===== src/rtl/rps_pkg.sv =====
// rtl/rps_pkg.sv - shared codes, segment glyphs and judging helpers for the RPS scoreboard
package rps_pkg;

    typedef enum logic [1:0] {ROCK = 2'd0, PAPER = 2'd1, SCISSORS = 2'd2, INVALID = 2'd3} move_t;
    typedef enum logic [1:0] {LOSE = 2'd0, DRAW = 2'd1, WIN = 2'd2, BAD = 2'd3} result_t;
    typedef enum logic [1:0] {S_WAIT = 2'd0, S_MOVE = 2'd1, S_RESULT = 2'd2, S_BLANK = 2'd3} state_t;

    localparam logic [3:0] BCD_MAX = 4'd9;

    // Active-low glyphs, bit order {dp,g,f,e,d,c,b,a}
    localparam logic [7:0] SEG_0     = 8'hC0;
    localparam logic [7:0] SEG_1     = 8'hF9;
    localparam logic [7:0] SEG_2     = 8'hA4;
    localparam logic [7:0] SEG_3     = 8'hB0;
    localparam logic [7:0] SEG_4     = 8'h99;
    localparam logic [7:0] SEG_5     = 8'h92;
    localparam logic [7:0] SEG_6     = 8'h82;
    localparam logic [7:0] SEG_7     = 8'hF8;
    localparam logic [7:0] SEG_8     = 8'h80;
    localparam logic [7:0] SEG_9     = 8'h90;
    localparam logic [7:0] SEG_R     = 8'hAF;
    localparam logic [7:0] SEG_P     = 8'h8C;
    localparam logic [7:0] SEG_S     = 8'h92;
    localparam logic [7:0] SEG_A     = 8'h88;
    localparam logic [7:0] SEG_L     = 8'hC7;
    localparam logic [7:0] SEG_D     = 8'hA1;
    localparam logic [7:0] SEG_E     = 8'h86;
    localparam logic [7:0] SEG_BLANK = 8'hFF;

    function automatic logic [7:0] seg_of_bcd(input logic [3:0] nibble);
        case (nibble)
            4'd0:    seg_of_bcd = SEG_0;
            4'd1:    seg_of_bcd = SEG_1;
            4'd2:    seg_of_bcd = SEG_2;
            4'd3:    seg_of_bcd = SEG_3;
            4'd4:    seg_of_bcd = SEG_4;
            4'd5:    seg_of_bcd = SEG_5;
            4'd6:    seg_of_bcd = SEG_6;
            4'd7:    seg_of_bcd = SEG_7;
            4'd8:    seg_of_bcd = SEG_8;
            4'd9:    seg_of_bcd = SEG_9;
            default: seg_of_bcd = SEG_E;
        endcase
    endfunction

    function automatic logic [7:0] seg_of_move(input logic [1:0] m);
        case (m)
            ROCK:     seg_of_move = SEG_R;
            PAPER:    seg_of_move = SEG_P;
            SCISSORS: seg_of_move = SEG_S;
            default:  seg_of_move = SEG_BLANK;
        endcase
    endfunction

    function automatic result_t judge(input logic [1:0] u, input logic [1:0] c);
        if (u == INVALID || c == INVALID)
            judge = BAD;
        else if (u == c)
            judge = DRAW;
        else if ({u, c} == {PAPER, ROCK} || {u, c} == {ROCK, SCISSORS} || {u, c} == {SCISSORS, PAPER})
            judge = WIN;
        else
            judge = LOSE;
    endfunction

endpackage


===== src/rtl/rps_bcd_counter.sv =====
// rtl/rps_bcd_counter.sv - multi-digit BCD up-counter with synchronous clear
module rps_bcd_counter
    import rps_pkg::*;
#(
    parameter int DIGITS = 2
) (
    input  logic                  clk,
    input  logic                  rst_n,
    input  logic                  clr,
    input  logic                  inc,
    output logic [4*DIGITS-1:0]   count
);

    logic [4*DIGITS-1:0] count_nxt;
    logic                carry;

    // Ripple a carry from the least significant digit; all-nines wraps to zero
    always_comb begin
        count_nxt = count;
        carry     = 1'b1;
        for (int i = 0; i < DIGITS; i++) begin
            if (carry) begin
                if (count[4*i +: 4] >= BCD_MAX) begin
                    count_nxt[4*i +: 4] = 4'd0;
                end else begin
                    count_nxt[4*i +: 4] = count[4*i +: 4] + 4'd1;
                    carry               = 1'b0;
                end
            end
        end
    end

    always_ff @(posedge clk or negedge rst_n) begin
        if (!rst_n)
            count <= '0;
        else if (clr)
            count <= '0;
        else if (inc)
            count <= count_nxt;
    end

endmodule


===== src/rtl/rps_scoreboard.sv =====
// rtl/rps_scoreboard.sv - judges each round once, keeps BCD tallies, tracks best-of-N and drives LEDs/HEX
module rps_scoreboard
    import rps_pkg::*;
#(
    parameter int DIGITS         = 2,
    parameter int MATCH_WINS     = 3,
    parameter bit SEG_ACTIVE_LOW = 1'b1
) (
    input  logic                  clk,
    input  logic                  rst_n,
    input  logic [1:0]            state,
    input  logic [1:0]            user_move,
    input  logic [1:0]            computer_move,
    input  logic                  clear_scores,
    output logic [1:0]            result,
    output logic                  result_valid,
    output logic                  match_over,
    output logic                  match_winner,
    output logic [4*DIGITS-1:0]   win_count,
    output logic [4*DIGITS-1:0]   loss_count,
    output logic [4*DIGITS-1:0]   draw_count,
    output logic [8*DIGITS-1:0]   seg_win,
    output logic [8*DIGITS-1:0]   seg_loss,
    output logic [9:0]            LEDn,
    output logic [7:0]            Digit2,
    output logic [7:0]            Digit1,
    output logic [7:0]            Digit0
);

    localparam bit              MATCH_ON = (MATCH_WINS > 0);
    localparam int              MW_W     = MATCH_ON ? $clog2(MATCH_WINS + 1) : 1;
    localparam logic [MW_W-1:0] MW_LAST  = MW_W'(MATCH_ON ? MATCH_WINS - 1 : 0);
    localparam logic [7:0]      SEG_POL  = SEG_ACTIVE_LOW ? 8'h00 : 8'hFF;

    state_t          st;
    result_t         judged, disp_res, result_q;
    logic            scored, score_now, show;
    logic            win_inc, loss_inc, draw_inc;
    logic            hit_user, hit_comp, mo_nxt;
    logic [MW_W-1:0] user_wins, comp_wins;
    logic [9:0]      led_q, led_d;
    logic [7:0]      d2_q, d1_q, d0_q, d2_d, d1_d, d0_d;

    assign st = state_t'(state);

    always_comb begin
        judged    = judge(user_move, computer_move);
        score_now = (st == S_RESULT) && !scored && !match_over && !clear_scores;
        win_inc   = score_now && (judged == WIN);
        loss_inc  = score_now && (judged == LOSE);
        draw_inc  = score_now && (judged == DRAW);
        hit_user  = MATCH_ON && win_inc && (user_wins == MW_LAST);
        hit_comp  = MATCH_ON && loss_inc && (comp_wins == MW_LAST);
        mo_nxt    = !clear_scores && (match_over || hit_user || hit_comp);
        show      = score_now || scored;
        disp_res  = score_now ? judged : result_q;
    end

    always_ff @(posedge clk or negedge rst_n) begin
        if (!rst_n) begin
            scored       <= 1'b0;
            result_q     <= LOSE;
            result_valid <= 1'b0;
            user_wins    <= '0;
            comp_wins    <= '0;
            match_over   <= 1'b0;
            match_winner <= 1'b0;
        end else begin
            result_valid <= score_now;
            if (score_now)
                result_q <= judged;
            // A clear in the result state consumes the round so it is never scored late
            if (st == S_WAIT)
                scored <= 1'b0;
            else if (st == S_RESULT && (score_now || clear_scores))
                scored <= 1'b1;
            if (clear_scores) begin
                user_wins    <= '0;
                comp_wins    <= '0;
                match_over   <= 1'b0;
                match_winner <= 1'b0;
            end else begin
                if (MATCH_ON && win_inc)
                    user_wins <= user_wins + MW_W'(1);
                if (MATCH_ON && loss_inc)
                    comp_wins <= comp_wins + MW_W'(1);
                if (hit_user || hit_comp) begin
                    match_over   <= 1'b1;
                    match_winner <= hit_user;
                end
            end
        end
    end

    always_comb begin
        led_d = led_q;
        d2_d  = d2_q;
        d1_d  = d1_q;
        d0_d  = d0_q;
        case (st)
            S_WAIT: begin
                led_d = 10'b0000000001;
                d2_d  = SEG_BLANK;
                d1_d  = SEG_BLANK;
                d0_d  = SEG_0;
            end
            S_MOVE: begin
                led_d = 10'b0000001110;
                d2_d  = SEG_BLANK;
                d1_d  = SEG_BLANK;
                d0_d  = SEG_0;
            end
            S_RESULT: begin
                // Rounds ignored after a match ends leave the digits untouched
                if (show) begin
                    d2_d = seg_of_move(computer_move);
                    case (disp_res)
                        WIN:     begin led_d = 10'b1010101010; d1_d = SEG_A; d0_d = SEG_BLANK; end
                        LOSE:    begin led_d = 10'b1111100000; d1_d = SEG_L; d0_d = SEG_BLANK; end
                        DRAW:    begin led_d = 10'b1111111111; d1_d = SEG_D; d0_d = SEG_D;     end
                        default: begin led_d = 10'b1000000001; d1_d = SEG_E; d0_d = SEG_E;     end
                    endcase
                end
                if (mo_nxt)
                    led_d = 10'b1100000011;
            end
            default: begin
                led_d = 10'b0000000000;
                d2_d  = SEG_BLANK;
                d1_d  = SEG_BLANK;
                d0_d  = SEG_BLANK;
            end
        endcase
    end

    always_ff @(posedge clk or negedge rst_n) begin
        if (!rst_n) begin
            led_q <= '0;
            d2_q  <= SEG_BLANK;
            d1_q  <= SEG_BLANK;
            d0_q  <= SEG_BLANK;
        end else begin
            led_q <= led_d;
            d2_q  <= d2_d;
            d1_q  <= d1_d;
            d0_q  <= d0_d;
        end
    end

    rps_bcd_counter #(.DIGITS(DIGITS)) u_win  (.clk(clk), .rst_n(rst_n), .clr(clear_scores), .inc(win_inc),  .count(win_count));
    rps_bcd_counter #(.DIGITS(DIGITS)) u_loss (.clk(clk), .rst_n(rst_n), .clr(clear_scores), .inc(loss_inc), .count(loss_count));
    rps_bcd_counter #(.DIGITS(DIGITS)) u_draw (.clk(clk), .rst_n(rst_n), .clr(clear_scores), .inc(draw_inc), .count(draw_count));

    for (genvar i = 0; i < DIGITS; i++) begin : g_seg
        assign seg_win[8*i +: 8]  = seg_of_bcd(win_count[4*i +: 4]) ^ SEG_POL;
        assign seg_loss[8*i +: 8] = seg_of_bcd(loss_count[4*i +: 4]) ^ SEG_POL;
    end

    assign result = result_q;
    assign LEDn   = led_q;
    assign Digit2 = d2_q ^ SEG_POL;
    assign Digit1 = d1_q ^ SEG_POL;
    assign Digit0 = d0_q ^ SEG_POL;

endmodule

===== config.mk =====
export PLATFORM = sky130hd
export DESIGN_NAME = rps_scoreboard
export DESIGN_NICKNAME = d
export VERILOG_FILES = /design/src/rtl/rps_pkg.sv /design/src/rtl/rps_bcd_counter.sv /design/src/rtl/rps_scoreboard.sv
export SDC_FILE = /design/constraint.sdc
export NUM_CORES = 1
export LEC_CHECK = 0
export BUFFER_PORTS_ARGS = -buffer_cell sky130_fd_sc_hd__buf_2
export CORE_ASPECT_RATIO = 0.6
export CORE_MARGIN = 4
export CORE_UTILIZATION = 53
export DETAILED_ROUTE_END_ITERATION = 8
export HOLD_SLACK_MARGIN = 0.08
export PLACE_DENSITY = 0.8
export SETUP_SLACK_MARGIN = 0.15
export SYNTH_ARGS = -nofsm -noshare
export SYNTH_HDL_FRONTEND = slang
export SYNTH_SLANG_ARGS = --single-unit

===== constraint.sdc =====
create_clock -name clk -period 3.1 [get_ports clk]
set_clock_uncertainty 0.1 [all_clocks]
set_input_delay 0.155 -clock clk [delete_from_list [all_inputs] [get_ports clk]]
set_output_delay 0.155 -clock clk [all_outputs]
set_load 0.01 [all_outputs]

==> results of run 1 <==
worst min-delay path by stage:
stage                                  to  slack, ns  depth (start not counted)
floorplan             LEDn[0]$_DFFE_PN0P_      -0.24                          0
global placement      LEDn[9]$_DFFE_PN0P_       0.24                          2
global route        Digit2[3]$_DFFE_PN1P_       0.13                          3
CTS                 Digit2[3]$_DFFE_PN1P_       0.10                          3
detailed placement    LEDn[4]$_DFFE_PN0P_       0.25                          2
finish              Digit2[3]$_DFFE_PN1P_        0.1                          3
registers in the layout, indices dropped and copies added (netlist names):
name / count
match_winner: 1
match_over: 1
u_win.count: 8
u_draw.count: 8
LEDn: 9
result_valid: 1
user_wins: 2
u_loss.count: 8
Digit0: 4
scored: 1
result: 2
Digit2: 5
Digit1: 6
comp_wins: 2
worst reg2reg max path, delay by kind of cell (launching register included):
kind / cells / cell delay [ns]
AO/OA/AOI/OAI: 3 / 0.54
buffers and inverters: 1 / 0.20
adder cells (fa/ha/maj): 1 / 0.29
AND/OR/NAND/NOR: 4 / 1.01
flip-flops: 1 / 0.45
routing by layer:
layer  global-route usage  vias to the layer above
met5                    0                        -
met4               0.0740                        0
met3               0.0790                       17
met2                0.357                      148
met1                0.331                     1693
li1                     -                     1697
area by class of cell:
type / count / area [µm²]
Timing Repair Buffer: 106 / 563
Tap cell: 87 / 109
Inverter: 29 / 109
Multi-Input combinational cell: 331 / 2120
Clock buffer: 10 / 239
Clock inverter: 6 / 66.3
Sequential cell: 58 / 1470
Fill cell: 561 / 2200
cells by family (layout without fill, tap and decap cells):
group                    Yosys count  in the layout  synth area share
AO/OA/AOI/OAI                    109            109             0.172
XOR/XNOR                           2              2           0.00453
AND/OR/NAND/NOR                  165            165             0.215
adder cells (fa/ha/maj)           39             39             0.126
multiplexers                       9              9            0.0239
buffers and inverters             62            151            0.0779
flip-flops                        58             58             0.380
other                              1              7          0.000969
synthesized netlist by cell type (6+ instances only):
| master | count | area [µm²] |
|---|---|---|
| nor3_1 | 7 | 35.0 |
| o21ai_0 | 31 | 155 |
| nor2b_1 | 9 | 56.3 |
| ha_1 | 39 | 488 |
| dfrtp_1 | 43 | 1080 |
| a21oi_1 | 34 | 170 |
| nand2b_1 | 10 | 62.6 |
| nor2_1 | 52 | 195 |
| nand2_1 | 45 | 169 |
| nand3_1 | 10 | 50.1 |
| inv_1 | 29 | 109 |
| a31oi_1 | 7 | 43.8 |
| mux2i_1 | 7 | 70.1 |
| dfstp_2 | 15 | 394 |
| clkbuf_1 | 16 | 60.1 |
| a21o_1 | 6 | 45.0 |
| buf_4 | 14 | 105 |
power by group:
part / leakage (nW) / switching, mW / internal (mW) / total [mW]
registers: 0.739 / 0.0436 / 0.822 / 0.865
logic: 1.38 / 0.230 / 0.141 / 0.370
clock network: 0.141 / 0.358 / 0.642 / 1.00
total: 2.26 / 0.632 / 1.60 / 2.24
repair_timing:
action,CTS,global route
hold buffers,3,0
gates resized for setup,0,1
endpoints found under the setup margin,0,1
hold endpoints to repair,48,0
metrics by stage:
step	instance area, µm²	setup WS (ns)	utilization	cells
floorplan	3890	0.542	-	451
global placement	4340	0.438	0.631	608
detailed placement	4340	0.299	0.631	608
CTS	4680	0.357	0.680	627
global route	4680	0.218	0.680	627
finish	4680	0.372	0.680	627
==> impl_metrics.csv, run 1 <==
group,metric,value,unit
sta,rsz0062_at_grt,"no",
floorplanning,die_w,118,µm
global_route,grt_usage,0.238,
worst_setup_path,timing.rr.end,"LEDn[6]$_DFFE_PN0P_",
worst_setup_path,crit_family,"simple AND/OR/NAND/NOR gates",
route,wl_met2,4.27,mm
worst_setup_path,cp-endpoint,"LEDn[6]$_DFFE_PN0P_",
yosys,avgSynthCellArea,8.70,µm²
final_layout,final_common_cell,"buf_2",
sta,max_freq,367,MHz
global_route,grt_max_degree,59,
yosys,synth_edf_count,0,
global_route,grt.overflow.total,0,
worst_setup_path,worst-r2r-setup-slack,0.41,ns
floorplanning,core_area,6880,µm²
clock_tree,cts_tree,"built",
route,drt-initial-drc-count,288,
route,drc,0,
yosys,synth_cell_types,54,
power_and_ir_drop,p_leak,2.26,nW
yosys,ys_warn_count,0,
global_route,grt_pass1_wl,16.8,mm
sta,final_max_slew_viol_count,0,
floorplanning,die-area,8780,µm²
route,dr.pass1.iters,5,
yosys,ys_seq_area_frac,0.380,
clock_tree,clk_path_buf_depth,2,
placement,gp_congestion,0.888,
sta,relSlewSlack,0.436,
worst_setup_path,crit_type,"input pin to register",
final_layout,area_growth,20.9,%
route,antenna_left,0,
final_layout,layout-drive-gt1-share,0.270,
clock_tree,clk_latency,0.34,ns
status,outcome,"complete, no violations",
worst_setup_path,required,3.22,ns
route,viasPerCell,5.67,
worst_setup_path,critical_path_cell_count,11,
sta,final.min_clock_period,2.73,ns
yosys,netlist_instances,445,
route,routed_wl,9.99,mm
worst_setup_path,r2r_start,"scored$_DFFE_PN0P_",
yosys,netlist_area,3870,µm²
clock_tree,cts_buffers,9,
worst_setup_path,crit_slowest_cell,"dlygate4sd3_1",
route,wl_per_cell,15.9,µm
worst_setup_path,reg2regPathDepth,9,
clock_tree,path_clk_slew,0.06,ns
route,dr.max_layer_used,"met4",
flow_run,max-cap-violations,0,
final_layout,final_cell_mix,"96 x buf_2, 52 x nor2_1, 45 x nand2_1",
route,num_vias,3555,
worst_hold_path,min_path_type,"input pin to register",
worst_setup_path,worst-path-buf-inv,3,
sta,hold_viol_final,0,
route,routedLengthMet1,4.74,mm
floorplanning,start_util,0.563,
clock_tree,clock-sinks,58,
worst_setup_path,crit_path_cell_trace,"dlygate4sd3_1, buf_2, nor4b_4, nor3b_4, o21ai_2, o21ai_1, inv_1, ha_1, nor2_1, a2bb2oi_1, nor2_1",
yosys,ys_ff_latch,58,
worst_setup_path,max_stage_delay,0.52,ns
floorplanning,die_y,74.2,µm
sta,timing.hold.ws,0.0978,ns
clock_tree,cts_setup_buffers,0,
worst_setup_path,crit_path_frequent_cell,"nor2_1",
worst_setup_path,cp-startpoint,"state[1]",
sta,fin_crit_sh,0.880,
power_and_ir_drop,power.total,2.24,mW
sta,setup_viol,0,
placement,io_buffer_count,96,
floorplanning,fp-row-count,23,
worst_hold_path,min_from,"computer_move[1]",
floorplanning,io_pins,104,
final_layout,nNetsFinal,583,
worst_setup_path,cp-start-kind,"input pin",
power_and_ir_drop,ir_worst_vdd,0.241,mV
global_route,grt_pass1_vias,3442,
yosys,ys.flop_type,"dfrtp_1",
sta,fin_tns_setup,0,ns
clock_tree,htreeDepth,3,
route,met3_length,808,µm
worst_setup_path,crit_fanout,9,
placement,hpwl,7.37,mm
clock_tree,cts-root-buf,"clkbuf_16",
worst_setup_path,critPathCaptureType,"register",
power_and_ir_drop,power_density,478,nW/µm²
global_route,antenna_found_initial,0,
final_layout,antenna_cells,0,
yosys,synthArstFlopShare,1.00,
sta,tightest_slew,0.844,ns
worst_setup_path,cp.arrival,2.85,ns
(Power assumes the default switching activity.)
==> run 2: changes to the inputs <==
Settings changed: CORE_UTILIZATION 53 to 57, PLACE_DENSITY 0.8 to 0.95.
Clock period 3.1 ns to 3.4 ns, I/O delays scaled along.
==> impl_metrics.csv, run 2 (synthesis results as in run 1) <==
group,metric,value,unit
status,outcome,"complete, no violations",
floorplanning,io_pins,104,
final_layout,final_cell_mix,"96 x buf_2, 52 x nor2_1, 45 x nand2_1",
flow_run,max-cap-violations,0,
global_route,grt_usage,0.250,
clock_tree,cts_tree,"built",
final_layout,final_area,4630,µm²
clock_tree,path_clk_slew,0.05,ns
global_route,grt_pass1_vias,3358,
final_layout,area_growth,19.7,%
sta,fin_tns_setup,0,ns
worst_setup_path,cp-start-kind,"input pin",
placement,hpwl,7.16,mm
sta,max_freq,329,MHz
global_route,grt.overflow.total,0,
sta,fin_crit_sh,0.893,
final_layout,largest_reg_flops,9,
route,drc,0,
floorplanning,fp-row-count,22,
route,antenna_left,0,
route,dr.pass1.iters,6,
clock_tree,clk_latency,0.33,ns
clock_tree,cts-root-buf,"clkbuf_16",
floorplanning,die_w,114,µm
global_route,antenna_found_initial,0,
floorplanning,start_util,0.611,
sta,final_max_slew_viol_count,0,
floorplanning,die-area,8210,µm²
final_layout,antenna_cells,0,
power_and_ir_drop,ir_worst_vdd,0.300,mV
sta,hold_viol_final,0,
placement,dp_slack,0.471,ns
clock_tree,htreeDepth,3,
clock_tree,cts_setup_buffers,0,
route,num_vias,3599,
global_route,grt_max_degree,42,
final_layout,nNetsFinal,578,
placement,gp_congestion,0.909,
route,drt-initial-drc-count,332,
sta,relSlewSlack,0.397,
power_and_ir_drop,power.total,2.03,mW
clock_tree,clk_path_buf_depth,2,
floorplanning,core_area,6330,µm²
sta,tightest_slew,0.905,ns
clock_tree,clock-sinks,58,
worst_setup_path,required,3.51,ns
power_and_ir_drop,power_density,438,nW/µm²
sta,layout_setup_ws,0.364,ns
route,wl_per_cell,16.3,µm
route,viasPerCell,5.81,
final_layout,layout-drive-gt1-share,0.265,
clock_tree,cts_buffers,9,
sta,rsz0062_at_grt,"no",
route,routed_wl,10.1,mm
placement,io_buffer_count,96,
sta,final.min_clock_period,3.04,ns
sta,setup_viol,0,
floorplanning,die_y,71.8,µm
global_route,grt_pass1_wl,16.5,mm
worst_setup_path,cp.arrival,3.15,ns
power_and_ir_drop,p_leak,2.24,nW
worst_setup_path,crit_fanout,21,
final_layout,final_common_cell,"buf_2",
placement,post_dp_cell_area,4310,µm²
worst_hold_path,min_path_type,"input pin to register",
worst_setup_path,crit_type,"input pin to register",
worst_setup_path,critPathCaptureType,"register",
==> run 2: metrics by stage <==
step	utilization	hold WS (ns)	cells
detailed placement	0.680	0.248	601
CTS	0.732	0.117	619
global placement	0.680	0.244	601
global route	0.732	0.143	619
finish	0.732	0.137	619
floorplan	-	-0.226	451
==> run 2: worst paths after layout <==
| check | start | to | slack, ns | depth (start not counted) |
|---|---|---|---|---|
| setup / recovery | state[1] | LEDn[6]$_DFFE_PN0P_ | 0.36 | 11 |
| hold / removal | computer_move[1] | Digit2[3]$_DFFE_PN1P_ | 0.14 | 3 |
| setup reg to reg | scored$_DFFE_PN0P_ | LEDn[6]$_DFFE_PN0P_ | 0.41 | 9 |
| hold reg to reg | Digit0[4]$_DFFE_PN1P_ | Digit0[4]$_DFFE_PN1P_ | 0.38 | 2 |
| max in group asynchronous | rst_n | Digit2[5]$_DFFE_PN1P_ | 1.92 | 3 |
| min in group asynchronous | rst_n | LEDn[4]$_DFFE_PN0P_ | 0.41 | 2 |
==> run 2: power by group <==
| part | switching, mW | leakage, nW | total (mW) | internal (mW) |
|---|---|---|---|---|
| Combinational | 0.211 | 1.36 | 0.335 | 0.124 |
| Sequential | 0.0416 | 0.739 | 0.791 | 0.749 |
| Clock | 0.318 | 0.141 | 0.903 | 0.586 |
| Total | 0.570 | 2.24 | 2.03 | 1.46 |
==> run 2: area by class of cell <==
| class | count | area, µm² |
|---|---|---|
| well taps | 84 | 105 |
| repair buffers | 101 | 523 |
| inverters | 29 | 109 |
| fillers | 442 | 1700 |
| clock buffers | 10 | 239 |
| multi-input cells | 331 | 2120 |
| flip-flops and latches | 58 | 1470 |
| clock inverters | 6 | 66.3 |
==> run 2: worst max-delay path, stage by stage <==
cell           delay [ns]
dlygate4sd3_1        0.52
buf_2                0.20
nor4b_4              0.36
nor3b_4              0.30
o21ai_2              0.26
o21ai_1              0.34
inv_1                0.20
ha_1                 0.29
nor2_1               0.23
a2bb2oi_1            0.20
nor2_1               0.06
==> run 2: metal layers <==
layer | routed length, µm | global-route usage | share of wire
met1 | 4560 | 0.343 | 0.45
met2 | 4570 | 0.390 | 0.45
met3 | 801 | 0.0768 | 0.080
met4 | 136 | 0.0606 | 0.014
met5 | 0 | 0 | 0
==> run 2: timing repair <==
item                                    in CTS  in global routing
hold endpoints to repair                    41                  0
resized for setup                            0                  1
endpoints found under the setup margin       0                  1
hold buffers                                 2                  0
